<file path="src/rtl/pic_pkg.sv">
// Shared types for the interrupt in-service / acknowledge logic.
package pic_pkg;

  typedef logic [2:0] level_t;

  typedef enum logic [1:0] {
    ST_IDLE,
    ST_ACK1,
    ST_GAP,
    ST_ACK2
  } ack_state_t;

  localparam level_t SPURIOUS_LEVEL = 3'd7;

  function automatic logic [7:0] level_onehot(input level_t lvl);
    return 8'b1 << lvl;
  endfunction

endpackage

</file>
<file path="src/rtl/priority_resolver.sv">
// Rotating-priority resolver: picks the highest-priority request that outranks
// every in-service level. Purely combinational.
module priority_resolver
  import pic_pkg::*;
(
  input  logic [7:0] request,
  input  logic [7:0] in_service,
  input  level_t     lowest_priority,
  output logic       valid,
  output level_t     level
);

  // Index 0 of the rotated vectors is the highest-priority level.
  logic [7:0] rotated_req;
  logic [7:0] rotated_isr;

  genvar gi;
  generate
    for (gi = 0; gi < 8; gi++) begin : g_rotate
      assign rotated_req[gi] = request[lowest_priority + 3'(gi + 1)];
      assign rotated_isr[gi] = in_service[lowest_priority + 3'(gi + 1)];
    end
  endgenerate

  logic   req_found;
  logic   isr_found;
  level_t req_rank;
  level_t isr_rank;

  always_comb begin
    req_found = 1'b0;
    isr_found = 1'b0;
    req_rank  = 3'd0;
    isr_rank  = 3'd0;
    for (int i = 7; i >= 0; i--) begin
      if (rotated_req[i]) begin
        req_found = 1'b1;
        req_rank  = 3'(i);
      end
      if (rotated_isr[i]) begin
        isr_found = 1'b1;
        isr_rank  = 3'(i);
      end
    end
  end

  assign valid = req_found && (!isr_found || (req_rank < isr_rank));
  assign level = lowest_priority + 3'd1 + req_rank;

endmodule

</file>
<file path="src/rtl/in_service_control.sv">
// In-service register, two-pulse INTA acknowledge sequencer and EOI handling
// for an 8-level interrupt controller.
module in_service_control
  import pic_pkg::*;
#(
  parameter level_t LOWEST_PRIORITY_RESET = 3'd7
) (
  input  logic       clk,
  input  logic       reset,
  input  logic [7:0] interrupt_req_register,
  input  logic [7:0] interrupt_mask,
  input  logic       inta_n,
  input  logic       aeoi_mode,
  input  logic       rotate_on_eoi,
  input  logic       eoi_nonspecific,
  input  logic       eoi_specific,
  input  level_t     eoi_level,
  input  logic [4:0] vector_base,
  output logic       interrupt_out,
  output logic [7:0] clear_interrupt_req,
  output logic [7:0] in_service_register,
  output logic [7:0] vector_out,
  output logic       vector_enable
);

  ack_state_t state_reg;
  logic       inta_prev_reg;
  level_t     lowest_priority_reg;
  level_t     latched_level_reg;
  logic       spurious_reg;
  logic [7:0] isr_reg;
  logic [7:0] clear_req_reg;
  logic       int_reg;
  logic [7:0] vector_reg;
  logic       vector_en_reg;

  logic       cand_valid;
  level_t     cand_level;
  logic       top_valid;
  level_t     top_level;

  priority_resolver u_candidate (
    .request         (interrupt_req_register & ~interrupt_mask),
    .in_service      (isr_reg),
    .lowest_priority (lowest_priority_reg),
    .valid           (cand_valid),
    .level           (cand_level)
  );

  // Highest-priority in-service level, target of a non-specific EOI.
  priority_resolver u_isr_top (
    .request         (isr_reg),
    .in_service      (8'h00),
    .lowest_priority (lowest_priority_reg),
    .valid           (top_valid),
    .level           (top_level)
  );

  logic       inta_fall;
  logic       inta_rise;
  logic       ack_grant;
  logic       aeoi_clear;
  logic       rotate_now;
  logic [7:0] isr_set;
  logic [7:0] isr_clear;
  logic [7:0] isr_next;

  assign inta_fall  = inta_prev_reg & ~inta_n;
  assign inta_rise  = ~inta_prev_reg & inta_n;
  assign ack_grant  = (state_reg == ST_IDLE) && inta_fall && cand_valid;
  assign aeoi_clear = (state_reg == ST_ACK2) && inta_rise && aeoi_mode && !spurious_reg;
  assign rotate_now = !eoi_specific && eoi_nonspecific && top_valid && rotate_on_eoi;

  always_comb begin
    isr_clear = 8'h00;
    if (eoi_specific)
      isr_clear = level_onehot(eoi_level);
    else if (eoi_nonspecific && top_valid)
      isr_clear = level_onehot(top_level);
    if (aeoi_clear)
      isr_clear = isr_clear | level_onehot(latched_level_reg);
  end

  assign isr_set  = ack_grant ? level_onehot(cand_level) : 8'h00;
  // Clear first, then set, so a new grant survives an EOI on the same bit.
  assign isr_next = (isr_reg & ~isr_clear) | isr_set;

  always_ff @(posedge clk or posedge reset) begin
    if (reset) begin
      state_reg           <= ST_IDLE;
      inta_prev_reg       <= 1'b1;
      lowest_priority_reg <= LOWEST_PRIORITY_RESET;
      latched_level_reg   <= SPURIOUS_LEVEL;
      spurious_reg        <= 1'b0;
      isr_reg             <= 8'h00;
      clear_req_reg       <= 8'h00;
      int_reg             <= 1'b0;
      vector_reg          <= 8'h00;
      vector_en_reg       <= 1'b0;
    end else begin
      inta_prev_reg <= inta_n;
      isr_reg       <= isr_next;
      clear_req_reg <= isr_set;
      if (rotate_now)
        lowest_priority_reg <= top_level;

      case (state_reg)
        ST_IDLE: begin
          vector_reg    <= 8'h00;
          vector_en_reg <= 1'b0;
          if (inta_fall) begin
            state_reg         <= ST_ACK1;
            int_reg           <= 1'b0;
            latched_level_reg <= cand_valid ? cand_level : SPURIOUS_LEVEL;
            spurious_reg      <= !cand_valid;
          end else begin
            int_reg <= cand_valid;
          end
        end
        ST_ACK1: begin
          int_reg <= 1'b0;
          if (inta_rise)
            state_reg <= ST_GAP;
        end
        ST_GAP: begin
          int_reg <= 1'b0;
          if (inta_fall) begin
            state_reg     <= ST_ACK2;
            vector_en_reg <= 1'b1;
            vector_reg    <= {vector_base, latched_level_reg};
          end
        end
        ST_ACK2: begin
          int_reg <= 1'b0;
          if (inta_rise) begin
            state_reg     <= ST_IDLE;
            vector_en_reg <= 1'b0;
            vector_reg    <= 8'h00;
          end else begin
            vector_reg <= {vector_base, latched_level_reg};
          end
        end
        default: state_reg <= ST_IDLE;
      endcase
    end
  end

  assign interrupt_out       = int_reg;
  assign clear_interrupt_req = clear_req_reg;
  assign in_service_register = isr_reg;
  assign vector_out          = vector_reg;
  assign vector_enable       = vector_en_reg;

endmodule

</file>
<file path="config.mk">
export PLATFORM = sky130hd
export DESIGN_NAME = in_service_control
export DESIGN_NICKNAME = d
export VERILOG_FILES = /design/src/rtl/pic_pkg.sv /design/src/rtl/priority_resolver.sv /design/src/rtl/in_service_control.sv
export SDC_FILE = /design/constraint.sdc
export NUM_CORES = 1
export LEC_CHECK = 0
export CORE_MARGIN = 1.5
export CORE_UTILIZATION = 52
export CTS_BUF_LIST = sky130_fd_sc_hd__clkbuf_8
export CTS_CLUSTER_DIAMETER = 50
export CTS_CLUSTER_SIZE = 25
export DETAILED_ROUTE_END_ITERATION = 12
export GPL_TIMING_DRIVEN = 0
export PLACE_DENSITY = 0.78
export SLEW_MARGIN = 40
export SYNTH_ARGS = -nofsm -noshare
export SYNTH_HDL_FRONTEND = slang
export SYNTH_SLANG_ARGS = --single-unit
</file>
<file path="constraint.sdc">
create_clock -name clk -period 6 [get_ports clk]
set_input_delay 1.5 -clock clk [delete_from_list [all_inputs] [get_ports clk]]
set_output_delay 1.5 -clock clk [all_outputs]
set_load 0.02 [all_outputs]
</file>
Yosys cells after proc, flatten, opt, wreduce, memory -nomap -nowiden

Memories as Yosys holds them, arrays and structs flattened.
Cells that the tools add are included.

Flip-flop bits (word level): 36
Latch bits: 0
RAM bits: 0
Memory bits (read-only): 64
Output and inout port bits: 26
Word-level logic and storage cells: 189
Memories kept: 8

Add/sub/neg operators: 9
Multipliers: 0
Divide/modulo/power cells: 0
Magnitude comparators: 10
Equal/unequal tests: 7
Shift-type cells: 4
Mux-type cells: 106
Bitwise gates (word level): 10
Reduce and logical (&&, ||, !) cells: 25

Memories:

| memory           | words | width | read ports | clocked after memory_dff | wr ports | line                    | RTL |
|---|---|---|---|---|---|---|---|
| (name not given) | 8     | 1     | 1          | 0                        | 0        | priority_resolver.sv:21 | `assign rotated_isr[gi] = in_service[lowest_priority + 3'(gi + 1)];` |
| (name not given) | 8     | 1     | 1          | 0                        | 0        | priority_resolver.sv:21 |  |
| (name not given) | 8     | 1     | 1          | 0                        | 0        | priority_resolver.sv:21 |  |
| (name not given) | 8     | 1     | 1          | 0                        | 0        | priority_resolver.sv:21 |  |
| (name not given) | 8     | 1     | 1          | 0                        | 0        | priority_resolver.sv:21 |  |
| (name not given) | 8     | 1     | 1          | 0                        | 0        | priority_resolver.sv:21 |  |
| 2 more memories  | -     | -     | -          | -                        | -        | -                       |  |

Operators with widths:

| operator                                                                      | count |
|---|---|
| 3-bit 2-to-1 mux                                                              | 25 |
| 1-bit 2-to-1 mux                                                              | 51 |
| 1-bit binary-select mux with 3-bit select                                     | 16 |
| 8-bit 2-to-1 mux                                                              | 6 |
| 3-bit by 4-bit less-than comparator with 1-bit output (second input constant) | 8 |
| 1-bit by 3-bit << shifter with 8-bit output (first input constant)            | 4 |
| 8-bit case mux with 3 select lines                                            | 1 |
| 8-bit bitwise AND                                                             | 2 |
| 8-bit inverter                                                                | 2 |
| 8-bit bitwise OR                                                              | 2 |
| 3-bit adder (second input constant)                                           | 4 |
| 1-bit logical AND                                                             | 11 |
| 2-bit 2-to-1 mux                                                              | 4 |
| 2-bit != test (second input constant)                                         | 4 |
| 2-bit case mux with 4 select lines                                            | 1 |
| 3-bit by 2-bit adder with 3-bit output (second input constant)                | 2 |
| 3-bit adder                                                                   | 2 |
| 3-bit less-than comparator                                                    | 2 |
| 1-bit zero test                                                               | 5 |
| 2-bit == test (second input constant)                                         | 2 |
| 2-bit AND reduction                                                           | 2 |
| 4-bit AND reduction                                                           | 1 |
| 3-bit by 1-bit adder with 3-bit output (second input constant)                | 1 |
| 1-bit case mux with 3 select lines                                            | 1 |
| 9 further kinds                                                               | 12 |

Longest topological paths before layout

Gate-level depths: netlist of run 1.

Depth in word-level cells: 21
Depth in mapped cells: 19

By module

From an unflattened synthesis of run 1, not the netlist that was laid out.

Cell total of the unflattened synthesis: 392
Area total of the unflattened synthesis: 4428.0 um^2

Modules (own cells, without submodules):

| module             | times used | cells an instance | area each (um^2) | seq. area each (um^2) |
|---|---|---|---|---|
| priority_resolver  | 2          | 115               | 1346.3           | 0.0 |
| in_service_control | 1          | 162               | 1735.4           | 909.6 |

Worst setup path before layout of run 1

Ideal clock, no wire load.

Kind: input-to-reg
Start: input interrupt_mask[5]
End: register latched_level_reg[2]
Setup time: 83 ps
Arrival time: 4384 ps
Required time: 5917 ps
Slack: 1532 ps
Stages: 12
Buffers on the path: 0
Path through: nand2b_1 -> mux2_2 -> mux4_2 -> nand2b_1 -> nor2b_1 -> nor3_1 -> or2_2 -> fa_1 -> xnor2_1 -> xnor2_1 -> inv_1 -> o32a_1

Word-level cells in the longest chain between the ends: 16
Elaborated cells between the ends (all ways): 39

Ends and longest elaborated chain:

| element                                   | line                      | RTL |
|---|---|---|
| start: declaration                        | in_service_control.sv:11  | `input logic [7:0] interrupt_mask,` |
| 8-bit inverter *                          | in_service_control.sv:43  | `.request (interrupt_req_register & ~interrupt_mask),` |
| 8-bit bitwise AND *                       | in_service_control.sv:43  |  |
| 1-bit binary-select mux with 3-bit select | priority_resolver.sv:20   | `assign rotated_req[gi] = request[lowest_priority + 3'(gi + 1)];` |
| 1-bit 2-to-1 mux (implied by the code)    | priority_resolver.sv:20   |  |
| 3-bit 2-to-1 mux (8 in a row)             | priority_resolver.sv:36   | `if (rotated_req[i]) begin` |
| 3-bit less-than comparator                | priority_resolver.sv:47   | `assign valid = req_found && (!isr_found \|\| (req_rank < isr_rank));` |
| 1-bit logical OR                          | priority_resolver.sv:47   |  |
| 1-bit logical AND                         | priority_resolver.sv:47   |  |
| 3-bit 2-to-1 mux *                        | in_service_control.sv:114 | `latched_level_reg <= cand_valid ? cand_level : SPURIOUS_LEVEL;` |
| end signal: assignment                    | in_service_control.sv:114 |  |
| end: declaration                          | in_service_control.sv:29  | `level_t latched_level_reg;` |

Every way passes the cells marked *; elsewhere a longest branch is shown, timed or not. The select of a mux whose other input is x is not followed.
A chain may end at the register's enable or synchronous reset.

Final worst setup path of run 1

Same ends and word-level chain as after synthesis.

==> results of run 1 <==
==> worst max-delay path, stage by stage <==
cell and delay [ns]:
clkdlybuf4s50_1 0.42, nand2b_1 0.22, mux2_2 0.31, mux4_2 0.49
nand2b_1 0.12, nor2b_1 0.14, nor3_1 0.05, or2_2 0.31
fa_1 0.41, xnor2_1 0.15, xnor2_1 0.57, inv_1 0.13
o32a_1 0.36
==> cell type report <==
type                       count  area, um2
multi-input combinational    263       2280
fill                         518       2160
sequential                    36        910
timing repair buffer          56        561
buffer                        20        123
tap                           77       96.3
clock buffer                   5       68.8
inverter                      18       67.6
clock inverter                 3       42.5
==> cells by family after synthesis <==
group / Yosys count
multiplexers: 51
AO/OA/AOI/OAI: 80
XOR/XNOR: 8
AND/OR/NAND/NOR: 110
adder cells (fa/ha/maj): 14
buffers and inverters: 38
flip-flops: 36
==> worst max path at each step <==
stage / startpoint / endpoint / slack (ns) / cells after the start
2_1_floorplan: interrupt_mask[5] / latched_level_reg[2]$_DFFE_PP1P_ / 1.53 / 12
5_1_grt: interrupt_mask[5] / clear_interrupt_req[0]$_DFF_PP0_ / 0.76 / 13
3_3_place_gp: interrupt_mask[5] / latched_level_reg[2]$_DFFE_PP1P_ / 0.83 / 13
3_5_place_dp: interrupt_mask[5] / latched_level_reg[2]$_DFFE_PP1P_ / 0.74 / 13
6_report: interrupt_mask[5] / latched_level_reg[2]$_DFFE_PP1P_ / 1.05 / 13
4_1_cts: interrupt_mask[5] / latched_level_reg[2]$_DFFE_PP1P_ / 1.04 / 13
==> per-layer routing <==
layer / vias to the layer above / routed length [um]
li1: 1407 / -
met3: 11 / 514
met2: 116 / 4080
met1: 1506 / 3750
met5: - / 0
met4: 0 / 68
==> layout by cell type, fill, tap and decap left out, types with 8 or more instances in the layout <==
cell / instances
inv_1: 15
mux2i_1: 21
a22o_1: 8
clkdlybuf4s50_1: 56
ha_1: 12
nor2_1: 18
o21ai_0: 15
mux4_2: 21
a21oi_1: 13
nand2_1: 21
nand2b_1: 19
dfrtp_1: 29
==> metrics by stage <==
step | utilization | area (um2) | std cells | setup slack, ns | hold WS [ns]
final | 0.658 | 4150 | 478 | 1.05 | 0.514
after global routing | 0.658 | 4150 | 478 | 0.764 | 0.534
after CTS | 0.657 | 4150 | 478 | 1.04 | 0.517
after detailed placement | 0.639 | 4030 | 470 | 0.740 | 0.490
after global placement | 0.638 | 4030 | 470 | 0.830 | 0.489
after floorplan | - | 3370 | 337 | 1.53 | 0.487
==> out/results.tsv, run 1 <==
metric	value	unit
synthSimpleGateAreaFrac	0.195	
clk_pin_slew	0.08	ns
finalHoldViolCount	0	
grt_pass1_wl	13.5	mm
hold_end	vector_out[4]$_DFFE_PP0P_	
drive_gt1_frac	0.175	
synthTopCellsByArea	dfrtp_1, mux4_2, mux2i_1	
synth-main-ff-cell	dfrtp_1	
synth_top_family_by_area	multiplexers	
gp_congestion	0.894	
grt-ovfl-total	0	
synthTopCellsByCount	dfrtp_1, mux2i_1, mux4_2, nand2_1, nand2b_1	
cts_max_path_buffers	2	
hpwl	6.37	mm
fp-row-count	29	
vias	3040	
syn_avg_cell_area	10.0	um2
syn_inst	337	
yosysWarnings	0	
synth_fa_ha_area_frac	0.0564	
ys_ff_latch	36	
wl_per_cell	17.6	um
antenna_found_initial	0	
cts_buffers	5	
rsz0062_at_grt	false	
hold_depth	1	
setup_viol	0	
htreeDepth	2	
cts-resized-gates	0	
drcViolationCount	0	
path_class	in -> reg	
status	complete, no violations	
rrSetupSlack	1.10	ns
reg2reg_from	lowest_priority_reg[1]$_DFFE_PP1P_	
hold_class	reg -> reg	
fp.dieW	83.5	um
worstMarginPinSlew	0.731	ns
start_util	0.534	
maxSlewHeadroom	0.512	
wl	8.42	mm
postRouteAntennaNets	0	
end_kind	flip-flop	
coreArea	6310	um2
yosysSeqAreaShare	0.270	
start_kind	primary input	
path_max_fanout	8	
grt.met1_usage	0.332	
io_pins	57	
synthMuxAreaShare	0.239	
post-route-period-util	0.824	
synth_most_common_cell	dfrtp_1	
crit_arrival	5.17	ns
setup_tns	0	ns
yosys.area.top_type	dfrtp_1	
grt_pass1_vias	2826	
dr.pass1.iters	5	
fp.dieArea	6970	um2
synth_compound_area_frac	0.160	
finalCriticalPeriod	4.95	ns
clock_sinks	36	
clk_latency	0.29	ns
die_h	83.5	um
globalRouteMet3Util	0.0465	
async_flop_share	1.00	
vias_per_cell	6.36	
busiest_layer	met2	
drv_cap	0	
syn_area	3370	um2
post_cts_buffers	0	
r2r_end	latched_level_reg[2]$_DFFE_PP1P_	
min_from	vector_out[4]$_DFFE_PP0P_	
synth_top_area_frac	0.215	
cts_root_buf	clkbuf_8	
cts_hold_buf	0	
rr_worst_depth	14	
area_growth_syn_to_layout	23.2	%
finClkSkew	0.00972	ns
grt.total_usage	0.238	
num_antenna_cells	0	
grt_use_met2	0.395	
syn-num-nets	382	
synth_xor_area_frac	0.0230	
drt-initial-drc-count	186	
grt_max_degree	37	
synth_cell_type_count	66	
final_nets	445	
max_freq	202	MHz
io_buffers	56	
cts_tree	done	
synth_edf_count	0	
worstPathRequired	6.22	ns
slew_viol_final	0	
Power of run 1 is not shown: default switching activity piles up to over one toggle a cycle in this logic, so the estimate is an artifact.
==> run 2, diff against run 1 <==
==> constraint.sdc (replaced) <==
create_clock -name clk -period 4.7 [get_ports clk]
set_input_delay 1.175 -clock clk [delete_from_list [all_inputs] [get_ports clk]]
set_output_delay 1.175 -clock clk [all_outputs]
set_load 0.02 [all_outputs]
==> run 2 against run 1 <==
Against the previous run:
- non-clock buffer count fell by 1
- die area unchanged
- via count fell by 1.1%
- setup slack got worse by 0.87 ns
- utilization is 0.55 points higher
- routed wire length hardly changed
==> out/results.tsv, run 2 (synthesized netlist as in run 1, its figures left out) <==
metric	value	unit
slew_viol_final	0	
drive_gt1_frac	0.190	
finalHoldViolCount	0	
grt_max_degree	37	
max_freq	221	MHz
cts_buffers	5	
final_nets	444	
num_antenna_cells	0	
htreeDepth	2	
slowest_stage	mux4_2	
num-fill-cells	512	
fp-row-count	29	
grt_pass1_vias	2833	
fp.dieArea	6970	um2
antenna_found_initial	0	
gp_congestion	0.894	
placed_cells	470	
path_max_fanout	8	
vias	3006	
cts_max_path_buffers	2	
setup_viol	0	
slowest_delay	0.49	ns
status	complete, no violations	
layout_common_cells	clkdlybuf4s50_1, dfrtp_1, nand2_1, mux4_2, mux2i_1	
path_class	in -> reg	
wl	8.41	mm
end_kind	flip-flop	
maxSlewHeadroom	0.507	
coreArea	6310	um2
die_h	83.5	um
cts_hold_buf	0	
crit_arrival	4.73	ns
postRouteAntennaNets	0	
rsz0062_at_grt	true	
io_buffers	56	
instances_no_fill	477	
start_util	0.534	
worstMarginPinSlew	0.738	ns
cts_root_buf	clkbuf_8	
fp.dieW	83.5	um
finClkSkew	0.00702	ns
wl_per_cell	17.6	um
setup_tns	0	ns
finalCriticalPeriod	4.52	ns
drcViolationCount	0	
io_pins	57	
vias_per_cell	6.30	
start_kind	primary input	
grt_pass1_wl	13.6	mm
drv_cap	0	
place_area	4030	um2
hold_class	reg -> reg	
hpwl	6.37	mm
drt-initial-drc-count	219	
clk_latency	0.29	ns
fin_hold_ws	0.515	ns
final_common_cell	clkdlybuf4s50_1	
worstPathRequired	4.91	ns
post_cts_buffers	0	
grt-ovfl-total	0	
postLayoutCellArea	4190	um2
area_growth_syn_to_layout	24.2	%
clock_sinks	36	
cts_tree	done	
clk_pin_slew	0.08	ns
post-route-period-util	0.961	
crit_chain	clkdlybuf4s50_1, nand2b_1, mux2_2, mux4_2, nand2b_1, nor2b_1, nor3_1, or2_2, fa_1, xnor2_2, xnor2_2, or4_1, nor2_1	
dr.pass1.iters	5	
grt.total_usage	0.240	
[run 2: repair_timing]
item	CTS	global route
setup endpoints to repair	15	17
pin swaps	0	0
gates cloned	0	0
gates resized for setup	4	2
[run 2: layout make-up]
type                            count  area, um2  area share
Timing Repair Buffer               56        561       0.134
Tap cell                           77       96.3      0.0230
Buffer                             19        119      0.0284
Inverter                           18       68.8      0.0164
Clock buffer                        5       68.8      0.0164
Sequential cell                    36        910       0.217
Clock inverter                      3       42.5      0.0102
Multi-Input combinational cell    263       2320       0.554
[run 2: critical path: cells and delay by family]
kind | cells | cell delay (ns)
adder cells (fa/ha/maj) | 1 | 0.44
multiplexers | 2 | 0.80
buffers and inverters | 1 | 0.42
XOR/XNOR | 2 | 0.41
AND/OR/NAND/NOR | 7 | 1.48
[run 2: layer usage]
metal / part of all wire / global-route usage / vias to the layer above
met1: 0.45 / 0.335 / 1479
met5: 0 / 0 / -
li1: - / - / 1404
met3: 0.061 / 0.0465 / 9
met4: 0.0061 / 0.0417 / 0
met2: 0.48 / 0.398 / 114
[run 2: through the flow]
stage,setup WS (ns),util
floorplan,0.401,-
global placement,-0.145,0.638
detailed placement,-0.235,0.639
CTS,0.0248,0.660
global route,-0.0294,0.663
finish,0.183,0.663
[run 2: path summary, 6_finish.rpt]
| path | startpoint | endpoint | slack [ns] | depth (start not counted) |
|---|---|---|---|---|
| max in group asynchronous | reset | in_service_register[4]$_DFF_PP0_ | 2.90 | 2 |
| worst min-delay path | vector_out[4]$_DFFE_PP0P_ | vector_out[4]$_DFFE_PP0P_ | 0.52 | 1 |
| worst max-delay path | interrupt_mask[5] | clear_interrupt_req[6]$_DFF_PP0_ | 0.18 | 13 |
| worst max register to register | lowest_priority_reg[0]$_DFFE_PP1P_ | clear_interrupt_req[6]$_DFF_PP0_ | 0.23 | 15 |
| worst min register to register | vector_out[4]$_DFFE_PP0P_ | vector_out[4]$_DFFE_PP0P_ | 0.52 | 1 |
| min in group asynchronous | reset | spurious_reg$_DFFE_PP0P_ | 1.33 | 2 |
Power of run 2 is left out for the same reason.
==> run 3, diff against run 2 <==
--- a/config.mk
+++ b/config.mk
@@ -5,6 +5,7 @@
 export SDC_FILE = /design/constraint.sdc
 export NUM_CORES = 1
 export LEC_CHECK = 0
+export CAP_MARGIN = 20
 export CORE_MARGIN = 1.5
 export CORE_UTILIZATION = 52
 export CTS_BUF_LIST = sky130_fd_sc_hd__clkbuf_8
==> results of run 3 <==
The final DEF is identical to that of run 2; final timing and power are the same.
Power of run 3 is left out for the same reason.
